--- src/rtl/div_pkg.sv ---
// Shared types and constants for the multi-cycle signed divider.
package div_pkg;
  localparam int DIV_WIDTH   = 32;
  localparam int DIV_ITERS   = 32;
  localparam int DIV_LATENCY = 34;
  localparam logic [DIV_WIDTH-1:0] DIV_BY_ZERO_Q = 32'hFFFF_FFFF;

  typedef enum logic [1:0] {
    IDLE,
    ITER,
    CORR,
    SIGN
  } state_t;
endpackage

--- src/rtl/div_32_add_32.sv ---
// Fixed-width 32-bit adder with carry-in/carry-out; the divider's single arithmetic element.
module add_32 (
  input  logic [31:0] a_i,
  input  logic [31:0] b_i,
  input  logic        cin_i,
  output logic [31:0] sum_o,
  output logic        cout_o
);
  assign {cout_o, sum_o} = {1'b0, a_i} + {1'b0, b_i} + {32'b0, cin_i};
endmodule

--- src/rtl/div_32.sv ---
// Signed 32-bit non-restoring divider, one quotient bit per clock through a shared add_32.
module div_32
  import div_pkg::*;
#(
  parameter int WIDTH = DIV_WIDTH
) (
  input  logic             clk,
  input  logic             clr,
  input  logic             start,
  input  logic [WIDTH-1:0] dividend,
  input  logic [WIDTH-1:0] divisor,
  output logic             busy,
  output logic             done,
  output logic [WIDTH-1:0] q,
  output logic [WIDTH-1:0] r,
  output logic             div_by_zero,
  output state_t           dbg_state
);
  // Handshake: start is accepted on any rising edge where busy=0; operands are
  // captured on that edge. busy stays high until the edge that raises done for
  // one cycle; q/r/div_by_zero are valid from that cycle and hold until the next done.

  localparam logic [4:0] LAST_CNT = 5'(DIV_ITERS - 1);

  state_t      state_q, state_d;
  logic [4:0]  cnt_q, cnt_d;
  logic [32:0] a_q, a_d;
  logic [31:0] quo_q, quo_d;
  logic [31:0] m_q, m_d;
  logic        m_neg_q, m_neg_d;
  logic [31:0] nm_q, nm_d;
  logic        off_q, off_d;
  logic        neg_quo_q, neg_quo_d;
  logic        neg_rem_q, neg_rem_d;
  logic        dbz_q, dbz_d;
  logic        done_q, done_d;
  logic [31:0] q_q, q_d;
  logic [31:0] r_q, r_d;
  logic        dbz_out_q, dbz_out_d;

  logic [31:0] add_a, add_b, add_sum;
  logic        add_cin, add_cout;
  logic [32:0] a_sh;
  logic        iter_inv, iter_b32, iter_a32;

  // The divisor is kept raw; a negative divisor flips add/subtract so the
  // adder always works on |divisor| without a separate negation.
  assign a_sh     = {a_q[31:0], quo_q[31]};
  assign iter_inv = ~a_q[32] ^ m_neg_q;
  assign iter_b32 = iter_inv ? ~m_q[31] : m_q[31];
  assign iter_a32 = a_sh[32] ^ iter_b32 ^ add_cout;

  add_32 u_add (
    .a_i    (add_a),
    .b_i    (add_b),
    .cin_i  (add_cin),
    .sum_o  (add_sum),
    .cout_o (add_cout)
  );

  always_comb begin
    add_a   = '0;
    add_b   = '0;
    add_cin = 1'b0;
    unique case (state_q)
      IDLE: begin
        add_a   = ~dividend;
        add_cin = 1'b1;
      end
      ITER: begin
        add_a   = a_sh[31:0];
        add_b   = iter_inv ? ~m_q : m_q;
        add_cin = iter_inv;
      end
      CORR: begin
        // nm_q holds -|divisor| + off_q from the first step, so the negated
        // corrected remainder -(A + |M|) = ~A + nm_q + ~off_q fits one pass.
        if (neg_rem_q) begin
          add_a   = ~a_q[31:0];
          add_b   = a_q[32] ? nm_q : '0;
          add_cin = a_q[32] ? ~off_q : 1'b1;
        end else begin
          add_a   = a_q[31:0];
          add_b   = m_neg_q ? ~m_q : m_q;
          add_cin = m_neg_q;
        end
      end
      SIGN: begin
        add_a   = ~quo_q;
        add_cin = 1'b1;
      end
      default: ;
    endcase
  end

  always_comb begin
    state_d   = state_q;
    cnt_d     = cnt_q;
    a_d       = a_q;
    quo_d     = quo_q;
    m_d       = m_q;
    m_neg_d   = m_neg_q;
    nm_d      = nm_q;
    off_d     = off_q;
    neg_quo_d = neg_quo_q;
    neg_rem_d = neg_rem_q;
    dbz_d     = dbz_q;
    done_d    = 1'b0;
    q_d       = q_q;
    r_d       = r_q;
    dbz_out_d = dbz_out_q;
    unique case (state_q)
      IDLE: begin
        if (start) begin
          neg_quo_d = dividend[31] ^ divisor[31];
          neg_rem_d = dividend[31];
          quo_d     = dividend[31] ? add_sum : dividend;
          m_d       = divisor;
          m_neg_d   = divisor[31];
          a_d       = '0;
          cnt_d     = '0;
          if (divisor == '0) begin
            dbz_d     = 1'b1;
            neg_rem_d = 1'b0;
            a_d       = {1'b0, dividend};
            state_d   = SIGN;
          end else begin
            dbz_d   = 1'b0;
            state_d = ITER;
          end
        end
      end
      ITER: begin
        a_d   = {iter_a32, add_sum};
        quo_d = {quo_q[30:0], ~iter_a32};
        if (cnt_q == '0) begin
          nm_d  = add_sum;
          off_d = quo_q[31];
        end
        cnt_d = cnt_q + 5'd1;
        if (cnt_q == LAST_CNT) state_d = CORR;
      end
      CORR: begin
        if (neg_rem_q || a_q[32]) a_d = {1'b0, add_sum};
        state_d = SIGN;
      end
      SIGN: begin
        q_d       = dbz_q ? DIV_BY_ZERO_Q : (neg_quo_q ? add_sum : quo_q);
        r_d       = a_q[31:0];
        dbz_out_d = dbz_q;
        done_d    = 1'b1;
        cnt_d     = '0;
        state_d   = IDLE;
      end
      default: state_d = IDLE;
    endcase
  end

  always_ff @(posedge clk) begin
    if (clr) begin
      state_q   <= IDLE;
      cnt_q     <= '0;
      a_q       <= '0;
      quo_q     <= '0;
      m_q       <= '0;
      m_neg_q   <= 1'b0;
      nm_q      <= '0;
      off_q     <= 1'b0;
      neg_quo_q <= 1'b0;
      neg_rem_q <= 1'b0;
      dbz_q     <= 1'b0;
      done_q    <= 1'b0;
      q_q       <= '0;
      r_q       <= '0;
      dbz_out_q <= 1'b0;
    end else begin
      state_q   <= state_d;
      cnt_q     <= cnt_d;
      a_q       <= a_d;
      quo_q     <= quo_d;
      m_q       <= m_d;
      m_neg_q   <= m_neg_d;
      nm_q      <= nm_d;
      off_q     <= off_d;
      neg_quo_q <= neg_quo_d;
      neg_rem_q <= neg_rem_d;
      dbz_q     <= dbz_d;
      done_q    <= done_d;
      q_q       <= q_d;
      r_q       <= r_d;
      dbz_out_q <= dbz_out_d;
    end
  end

  assign busy        = (state_q != IDLE);
  assign done        = done_q;
  assign q           = q_q;
  assign r           = r_q;
  assign div_by_zero = dbz_out_q;
  assign dbg_state   = state_q;
endmodule

--- config.mk ---
export PLATFORM = sky130hd
export DESIGN_NAME = div_32
export DESIGN_NICKNAME = d
export VERILOG_FILES = /design/src/rtl/div_pkg.sv /design/src/rtl/div_32_add_32.sv /design/src/rtl/div_32.sv
export SDC_FILE = /design/constraint.sdc
export NUM_CORES = 1
export LEC_CHECK = 0
export BUFFER_PORTS_ARGS = -buffer_cell sky130_fd_sc_hd__buf_2
export CORE_UTILIZATION = 35
export CTS_BUF_LIST = sky130_fd_sc_hd__clkbuf_4 sky130_fd_sc_hd__clkbuf_8
export CTS_CLUSTER_DIAMETER = 100
export CTS_CLUSTER_SIZE = 10
export DETAILED_ROUTE_END_ITERATION = 6
export GPL_ROUTABILITY_DRIVEN = 0
export SLEW_MARGIN = 20
export SYNTH_ARGS = -nofsm -noshare
export SYNTH_HDL_FRONTEND = slang
export SYNTH_SLANG_ARGS = --single-unit
--- constraint.sdc ---
create_clock -name clk -period 4.7 [get_ports clk]
set_input_delay 0.47 -clock clk [delete_from_list [all_inputs] [get_ports clk]]
set_output_delay 0.47 -clock clk [all_outputs]
set_load 0.01 [all_outputs]
# After elaboration in Yosys (flattened, before gate mapping)

Cells that the tools add are included.

Multiplexer cells: 29
Equal/unequal tests: 7
Reductions and logical operators: 15
Bitwise logic cells: 12
Add/subtract/negate cells: 3

Operators with widths:

| kind                | count |
|---|---|
| $mux 32             | 10 |
| $not 32->32         | 4 |
| $pmux 32 s2         | 2 |
| $pmux 32 s4         | 1 |
| $pmux 33 s3         | 1 |
| $mux 33             | 2 |
| $add 32x32->33      | 1 |
| $add 33x1->33       | 1 |
| $logic_not 32->1    | 1 |
| $pmux 5 s3          | 1 |
| $reduce_and 2->1    | 5 |
| $pmux 2 s4          | 1 |
| $mux 1              | 6 |
| $mux 2              | 3 |
| $ne 2x2->1 const B  | 3 |
| $reduce_bool 3->1   | 2 |
| $add 5x1->5 const B | 1 |
| $eq 5x5->1 const B  | 1 |
| $logic_not 5->1     | 1 |
| $mux 5              | 1 |
| $eq 2x2->1 const B  | 2 |
| $not 1->1           | 4 |
| $reduce_bool 2->1   | 2 |
| $xor 1x1->1         | 4 |
| 6 further kinds     | 6 |

Flip-flop bits (word level): 207
Output and inout port bits: 69
Logic and storage cells: 81
Input port bits: 67

# Logic depth before layout (Yosys ltp)

Gate-level depths: netlist of the first run.

Depth after elaboration: 9
Depth in mapped cells: 18
Depth with buffers taken out: 16

# Modules after synthesis

A second synthesis of the first run with hierarchy kept.

Cell total of the unflattened synthesis: 1742
Area total of the unflattened synthesis: 13246.5 um^2

Modules (own cells, without submodules):

| module | instances | sequential area each (um^2) | cells each | area each (um^2) |
|---|---|---|---|---|
| div_32 | 1         | 4124.0                      | 1498       | 11496.0 |
| add_32 | 1         | 0.0                         | 244        | 1750.4 |

# Worst setup path after synthesis of the first run

OpenSTA, ideal clock, no wires.

Kind: reg-to-reg
Start: reg state_q[1] (netlist: dbg_state[1])
End: reg q_q[20] (netlist: q[20])
Cell stages (with the launch flop): 17
Setup slack: 0.244 ns
Clock period less this slack: 4.456 ns
Required time: 4.614 ns
Buffers on the path: 3
Library setup time: 0.086 ns
Data arrival time: 4.370 ns
Path through: dfxtp_1 > inv_1 > ha_1 > clkbuf_1 > buf_1 > buf_1 > a21oi_1 > fa_1 > fa_1 > a21o_1 > a221o_2 > a221o_2 > a21oi_2 > o21ai_1 > xor2_1 > mux2i_1 > a211oi_1

Word-level cells in the longest chain between the ends: 6
Elaborated cells between the ends (all ways): 12
Classes of those cells: 2 x add/sub; 3 x eq/ne; 5 x mux; 2 x reduce/logical

RTL lines:

| element                                             | line                             | RTL |
|---|---|---|
| start: declaration                                  | div_32.sv:25                     | `state_t state_q, state_d;` |
| start signal: assignment                            | div_32.sv:177                    | `state_q <= state_d;` |
| $eq 2x2->1, or another cell as far along            | div_32.sv:65, div_32.sv:112      |  |
| $pmux 32 s4, or another cell as far along           | div_32.sv:65                     | `unique case (state_q)` |
| $add 32x32->33 / $pmux 1 s3 (equally long branches) | div_32_add_32.sv:9, div_32.sv:65 |  |
| $add 33x1->33                                       | div_32_add_32.sv:9               | `assign {cout_o, sum_o} = {1'b0, a_i} + {1'b0, b_i} + {32'b0, cin_i};` |
| $mux 32 (2 in a row)                                | div_32.sv:148                    | `q_d = dbz_q ? DIV_BY_ZERO_Q : (neg_quo_q ? add_sum : quo_q);` |
| end signal: assignment                              | div_32.sv:189                    | `q_q <= q_d;` |
| end: declaration                                    | div_32.sv:37                     | `logic [31:0] q_q, q_d;` |

Parallel ways exist; a longest one is shown, timed or not.
A chain may end at the register's enable or synchronous reset.

# Worst setup path in the final report of the first run

Start: reg state_q[1] (netlist: dbg_state[1])
End: reg quo_q[31]

Word-level cells in the longest chain between the ends: 7
Elaborated cells between the ends (all ways): 16
Classes of those cells: 2 x add/sub; 4 x eq/ne; 6 x mux; 4 x reduce/logical

RTL lines:

| element                                             | line                             | RTL |
|---|---|---|
| $eq 2x2->1, or another cell as far along            | div_32.sv:65                     |  |
| $pmux 32 s4, or another cell as far along           | div_32.sv:65                     |  |
| $add 32x32->33 / $pmux 1 s3 (equally long branches) | div_32_add_32.sv:9, div_32.sv:65 |  |
| $add 33x1->33                                       | div_32_add_32.sv:9               |  |
| $mux 32                                             | div_32.sv:117                    | `quo_d = dividend[31] ? add_sum : dividend;` |
| $mux 32                                             | div_32.sv:114                    | `if (start) begin` |
| $pmux 32 s2                                         | div_32.sv:112                    | `unique case (state_q)` |
| end signal: assignment                              | div_32.sv:180                    | `quo_q <= quo_d;` |
| end: declaration                                    | div_32.sv:28                     | `logic [31:0] quo_q, quo_d;` |

Parallel ways exist; a longest one is shown, timed or not. The select of a mux whose other input is x is not followed.

==> out/metrics.csv, run 1 <==
stage,metric,value,unit
status,status,finished clean,
setup_path,critPathMaxFanout,34,
clock_tree,numCtsBuffers,24,
logic_synthesis,ys_seq_area_frac,0.318,
timing,setup_viol,0,
timing,fin_crit_sh,0.940,
place,dp_hpwl,31700,um
global_route,grt_pass1_wl,69100,um
logic_synthesis,synth.area.top_cells,"dfxtp_1 (32%), a21oi_1 (8.2%), nand2_1 (5.7%)",
floorplan,die_h,195,um
logic_synthesis,synth_flop_cell,dfxtp_1,
run,max_cap_viol_count,0,
setup_path,crit_path_start_kind,flop,
logic_synthesis,synthArstFlopShare,0,
clock_tree,root_buffer,clkbuf_8,
route,route.detailed.drc,0,
layout,nets,1834,
logic_synthesis,yosys_register_bits,206,
logic_synthesis,synth_area_leader_cell,dfxtp_1,
timing,rsz0062_at_grt,false,
floorplan,core.rowCount,70,
route,post_drt_via_cell_ratio,5.79,
worst_hold_path,hold_depth,3,
timing,tightest_slew,1080,ps
worst_hold_path,holdCritStartpoint,divisor[9],
timing,period_needed,4420,ps
global_route,antenna_found_initial,0,
floorplan,die_w,195,um
floorplan,io_pins,136,
route,dr.pass1.iters,6,
logic_synthesis,yosys.cell_types.count,76,
timing,relSlewSlack,0.274,
layout,insertedDiodeCount,0,
place,place_ws,337,ps
route,routed_wl,45300,um
floorplan,dieArea,0.0379,mm2
setup_path,ff2ff_path_depth,15,
timing,finalHoldViolCount,0,
route,wl_per_cell,20.7,um
timing,finalWorstSetupSlack,282,ps
floorplan,start_util,0.355,
logic_synthesis,synth_most_common_cell,a21oi_1,
logic_synthesis,syn_inst,1667,
setup_path,critPathCaptureType,flop,
place,io_buffers,135,
logic_synthesis,syn_area,0.0130,mm2
layout,area_delta_synth_final,10.7,%
setup_path,r2r-start,dbg_state[1],
logic_synthesis,synth_top_cell_area_share,0.318,
global_route,grt_util_all_layers,0.231,
route,met1_length,20800,um
route,met3_length,4350,um
logic_synthesis,synth_edf_count,0,
route,vias,12702,
global_route,gr-total-overflow,0,
global_route,grt_max_degree,99,
power_and_ir_drop,irDropWorstVdd,0.444,mV
route,routed.top_layer,met5,
timing,max_freq,226,MHz
route,ant_nets,0,
worst_hold_path,hold_path_class,in -> reg,
clock_tree,clkTransAtPathRegs,80,ps
global_route,grt_pass1_vias,11692,
setup_path,arrival,4900,ps
clock_tree,clk-insertion-delay-late,580,ps
route,drt_iter0_drc,1308,
logic_synthesis,yosysWarnings,0,
clock_tree,clkSinkCount,206,
logic_synthesis,ys_top_cells_by_count,"a21oi_1 (214), dfxtp_1 (206), nand2_1 (196)",
timing,drv_slew,0,
setup_path,crit_start,dbg_state[1],
power_and_ir_drop,p_per_area,812,mW/mm2
timing,fin_skew,24.5,ps
setup_path,worstSetupPathType,reg -> reg,
timing,tns,0,ps
logic_synthesis,syn_nets,1778,
clock_tree,tritoncts,done,
setup_path,cp_data_required_time,5180,ps
floorplan,core-area,0.0365,mm2
logic_synthesis,avgSynthCellArea,7.79,um2
layout,drive_above_1_share,0.143,
clock_tree,cts.path.max_buffers,3,
clock_tree,htreeDepth,1,
power_and_ir_drop,leakage,5.59,nW
route,met2WireLength,18800,um
-- area by class of cell --
class	count	area [um2]
Clock buffer	26	352
Sequential cell	206	4130
Tap cell	468	586
Inverter	47	176
Timing Repair Buffer	178	1030
Fill cell	3760	22200
Clock inverter	1	30.0
Multi-Input combinational cell	1266	8070
-- where the power goes --
group          internal [mW]  total (mW)  leakage, nW  switching (mW)
logic                   2.68        7.63         3.71            4.95
registers               2.27        2.84         1.68           0.577
clock network          0.536        1.20        0.198           0.663
total                   5.48        11.7         5.59            6.19
-- flip-flops by register name, summed over array words and instances (netlist names) --
register / flops
q: 32
dbz_q: 1
div_by_zero: 1
m_q: 32
cnt_q: 5
dbg_state: 2
neg_quo_q: 1
off_q: 1
r: 32
quo_q: 32
a_q: 33
nm_q: 32
neg_rem_q: 1
done: 1
-- stage by stage --
step                      std cells  area, um2   util  hold WS [ps]  power, mW
after floorplan                1667      13000      -           437       8.00
after global placement         2165      14000  0.383           444       10.2
after detailed placement       2165      14000  0.383           450       10.2
after CTS                      2192      14400  0.393           138       11.4
after global routing           2192      14400  0.393           163       12.4
final                          2192      14400  0.393           162       11.7
-- cells by family after synthesis --
kind of cell / share of synthesized area
compound gates: 0.260
buf+inv: 0.0652
simple gates: 0.173
fa+ha+maj: 0.0436
flops: 0.318
mux: 0.0549
xor+xnor: 0.0849
-- path summary, 6_finish.rpt --
check | end | slack, ps
min | m_q[9] | 160
max reg2reg | quo_q[31] | 280
min reg2reg | nm_q[4] | 460
max | quo_q[31] | 280
-- layout by cell type (no fill, tap or decap), types with 3 or more instances in the layout --
| cell type | n |
|---|---|
| a21oi_1 | 213 |
| dfxtp_1 | 202 |
| nand2_1 | 196 |
| buf_2 | 134 |
| nor2_1 | 126 |
| xnor2_1 | 81 |
| o21ai_0 | 81 |
| mux2i_1 | 69 |
| inv_1 | 47 |
| nand3_1 | 47 |
| xor2_1 | 42 |
| buf_4 | 41 |
| nor3_1 | 40 |
| ha_1 | 39 |
| a211oi_1 | 37 |
| a22oi_1 | 36 |
| nor2b_1 | 36 |
| a221o_1 | 34 |
| a221oi_1 | 26 |
| clkbuf_8 | 25 |
| o21ai_1 | 18 |
| a21o_1 | 16 |
| and3_1 | 10 |
| nand4_1 | 9 |
| a31oi_1 | 8 |
| nor4_1 | 8 |
| and2_1 | 7 |
| o22ai_1 | 7 |
| o21a_1 | 5 |
| nand2b_1 | 5 |
| o31ai_1 | 3 |
| o311ai_0 | 3 |
| dfxtp_2 | 3 |
-- critical path, stage by stage, from the launching register on --
cell	delay (ps)
dfxtp_1	500
inv_1	160
ha_1	220
buf_4	280
a221o_1	370
a21oi_1	110
a21oi_1	70
ha_1	470
nand4_1	260
nor4_2	400
nor4b_2	270
a22o_1	200
o21ai_1	100
xnor2_1	460
a221oi_1	150
a211oi_1	280
-- what timing repair did --
action	CTS	global route
hold buffers	0	0
gates resized for setup	0	1
buffers inserted	0	0
endpoints found under the setup margin	0	1
-- metal layers --
metal / vias up / global-route usage
met5: - / 0.00639
met2: 633 / 0.333
met1: 5952 / 0.337
met4: 2 / 0.0661
met3: 93 / 0.0512
li1: 6022 / -
(Power assumes the default switching activity.)
==> run 2, diff against run 1 <==
--- a/config.mk
+++ b/config.mk
@@ -12,7 +12,8 @@
 export CTS_CLUSTER_SIZE = 10
 export DETAILED_ROUTE_END_ITERATION = 6
 export GPL_ROUTABILITY_DRIVEN = 0
-export SLEW_MARGIN = 20
+export PLACE_DENSITY = 0.59
+export SKIP_CTS_REPAIR_TIMING = 1
 export SYNTH_ARGS = -nofsm -noshare
 export SYNTH_HDL_FRONTEND = slang
 export SYNTH_SLANG_ARGS = --single-unit
==> out/metrics.csv, run 2 (synthesized netlist as in run 1, its figures left out) <==
stage,metric,value,unit,change
floorplan,core-area,0.0365,mm2,unchanged
layout,mostFrequentLayoutCells,"a21oi_1 (213), dfxtp_1 (203), nand2_1 (196), buf_2 (134), nor2_1 (126)",,"was a21oi_1 (213), dfxtp_1 (202), nand2_1 (196), buf_2 (134), nor2_1 (126)"
floorplan,core.rowCount,70,,unchanged
place,io_buffers,135,,unchanged
layout,largest_reg_flops,33,,unchanged
global_route,antenna_found_initial,0,,unchanged
route,vias,12787,,was 12702
setup_path,worstSetupPathType,reg -> reg,,unchanged
clock_tree,clkSinkCount,206,,unchanged
floorplan,dieArea,0.0379,mm2,unchanged
layout,final_common_cell,a21oi_1,,unchanged
clock_tree,clkTransAtPathRegs,90,ps,was 80 ps
setup_path,cp_data_required_time,5180,ps,about the same
route,drt_iter0_drc,1552,,was 1308
floorplan,io_pins,136,,unchanged
floorplan,die_w,195,um,unchanged
power_and_ir_drop,leakage,5.62,nW,was 5.59 nW
place,place_ws,271,ps,was 337 ps
floorplan,die_h,195,um,unchanged
global_route,grt_util_all_layers,0.232,,was 0.231
timing,period_needed,4430,ps,was 4420 ps
clock_tree,cts.path.max_buffers,3,,unchanged
layout,drive_above_1_share,0.146,,was 0.143
route,route.detailed.drc,0,,unchanged
route,ant_nets,0,,unchanged
timing,tns,0,ps,unchanged
layout,area_delta_synth_final,11.0,%,was 10.7%
setup_path,crit_path_start_kind,flop,,unchanged
power_and_ir_drop,pwr-share-comb,0.654,,about the same
timing,finalHoldViolCount,0,,unchanged
layout,insertedDiodeCount,0,,unchanged
global_route,gr-total-overflow,0,,unchanged
clock_tree,htreeDepth,1,,unchanged
timing,setup_viol,0,,unchanged
layout,largest-register,a_q,,unchanged
timing,fin_crit_sh,0.942,,was 0.940
setup_path,critPathCaptureType,flop,,unchanged
power_and_ir_drop,p_seq_frac,0.244,,about the same
worst_hold_path,hold_path_class,in -> reg,,unchanged
layout,multi_input_area,0.00807,mm2,about the same
timing,finalWorstSetupSlack,272,ps,was 282 ps
floorplan,start_util,0.355,,unchanged
power_and_ir_drop,clkPwrFrac,0.102,,was 0.103
timing,tightest_slew,1070,ps,was 1080 ps
clock_tree,root_buffer,clkbuf_8,,unchanged
power_and_ir_drop,p_int,5.50,mW,was 5.48 mW
clock_tree,clk-insertion-delay-late,580,ps,about the same
timing,max_freq,226,MHz,about the same
layout,nets,1840,,was 1834
timing,relSlewSlack,0.285,,was 0.274
status,status,finished clean,,unchanged
timing,rsz0062_at_grt,false,,unchanged
route,wl_per_cell,20.7,um,about the same
global_route,grt_pass1_wl,69700,um,was 69100 um
power_and_ir_drop,p_per_area,812,mW/mm2,about the same
setup_path,arrival,4910,ps,was 4900 ps
timing,fin_skew,21.0,ps,was 24.5 ps
power_and_ir_drop,power.switching,6.20,mW,was 6.19 mW
route,routed_wl,45500,um,was 45300 um
clock_tree,tritoncts,done,,unchanged
layout,fillers,3744,,was 3760
global_route,grt_pass1_vias,11938,,was 11692
timing,drv_slew,0,,unchanged
clock_tree,numCtsBuffers,24,,unchanged
layout,seq_area,0.00413,mm2,about the same
power_and_ir_drop,irDropWorstVdd,0.427,mV,was 0.444 mV
power_and_ir_drop,swShare,0.530,,was 0.531
place,dp_hpwl,32500,um,was 31700 um
setup_path,critPathMaxFanout,16,,was 34
route,dr.pass1.iters,5,,was 6
route,post_drt_via_cell_ratio,5.82,,was 5.79
run,max_cap_viol_count,0,,unchanged
global_route,grt_max_degree,82,,was 99
## run 2: changes by cell type in the layout (fill, tap and decap cells not counted), sizes merged
cell  delta
buf      +6
## run 2: critical path, stage by stage (launching register included)
cell and delay [ps]:
dfxtp_1 510, inv_1 170, ha_1 260, buf_4 200, a22oi_1 210, nor2b_1 90, fa_1 450, fa_1 480
a21o_1 220, a221o_2 410, a221o_2 390, a21oi_2 190, o21ai_1 130, xor2_2 240, mux2i_1 110, a211oi_1 270
## run 2: power by group through the flow
| stage | clock network [mW] | registers, mW | logic [mW] |
|---|---|---|---|
| floorplan | 0 | 2.65 | 5.36 |
| global placement | 0 | 2.86 | 7.33 |
| detailed placement | 0 | 2.87 | 7.40 |
| CTS | 1.23 | 2.83 | 7.43 |
| global route | 1.30 | 2.91 | 8.20 |
| finish | 1.20 | 2.86 | 7.65 |
## run 2: through the flow
stage	instances	hold WS (ps)	total power [mW]	util	instance area (um2)
3_5_place_dp	2171	448	10.3	0.384	14000
4_1_cts	2198	138	11.5	0.394	14400
6_report	2198	152	11.7	0.395	14400
2_1_floorplan	1667	437	8.00	-	13000
5_1_grt	2198	140	12.4	0.395	14400
3_3_place_gp	2171	444	10.2	0.384	14000
## run 2: worst paths after layout
kind,cells past startpoint,from,endpoint,slack (ps)
max,15,dbg_state[0],q[20],270
min,3,divisor[16],m_q[16],150
max reg2reg,15,dbg_state[0],q[20],270
min reg2reg,2,nm_q[11],nm_q[11],460
## run 2: cell type report
cell class / count / area share
clock inverters: 1 / 0.00208
inverters: 47 / 0.0122
well taps: 468 / 0.0406
multi-input cells: 1266 / 0.560
repair buffers: 184 / 0.0737
flip-flops and latches: 206 / 0.287
clock buffers: 26 / 0.0244
## run 2: routing by layer
metal / wire length (um) / part of all wire / up-vias / track usage
li1: - / - / 6014 / -
met1: 21400 / 0.47 / 6020 / 0.346
met2: 18500 / 0.41 / 654 / 0.334
met3: 4160 / 0.091 / 99 / 0.0352
met4: 1460 / 0.032 / 0 / 0.0814
met5: 0 / 0 / - / 0
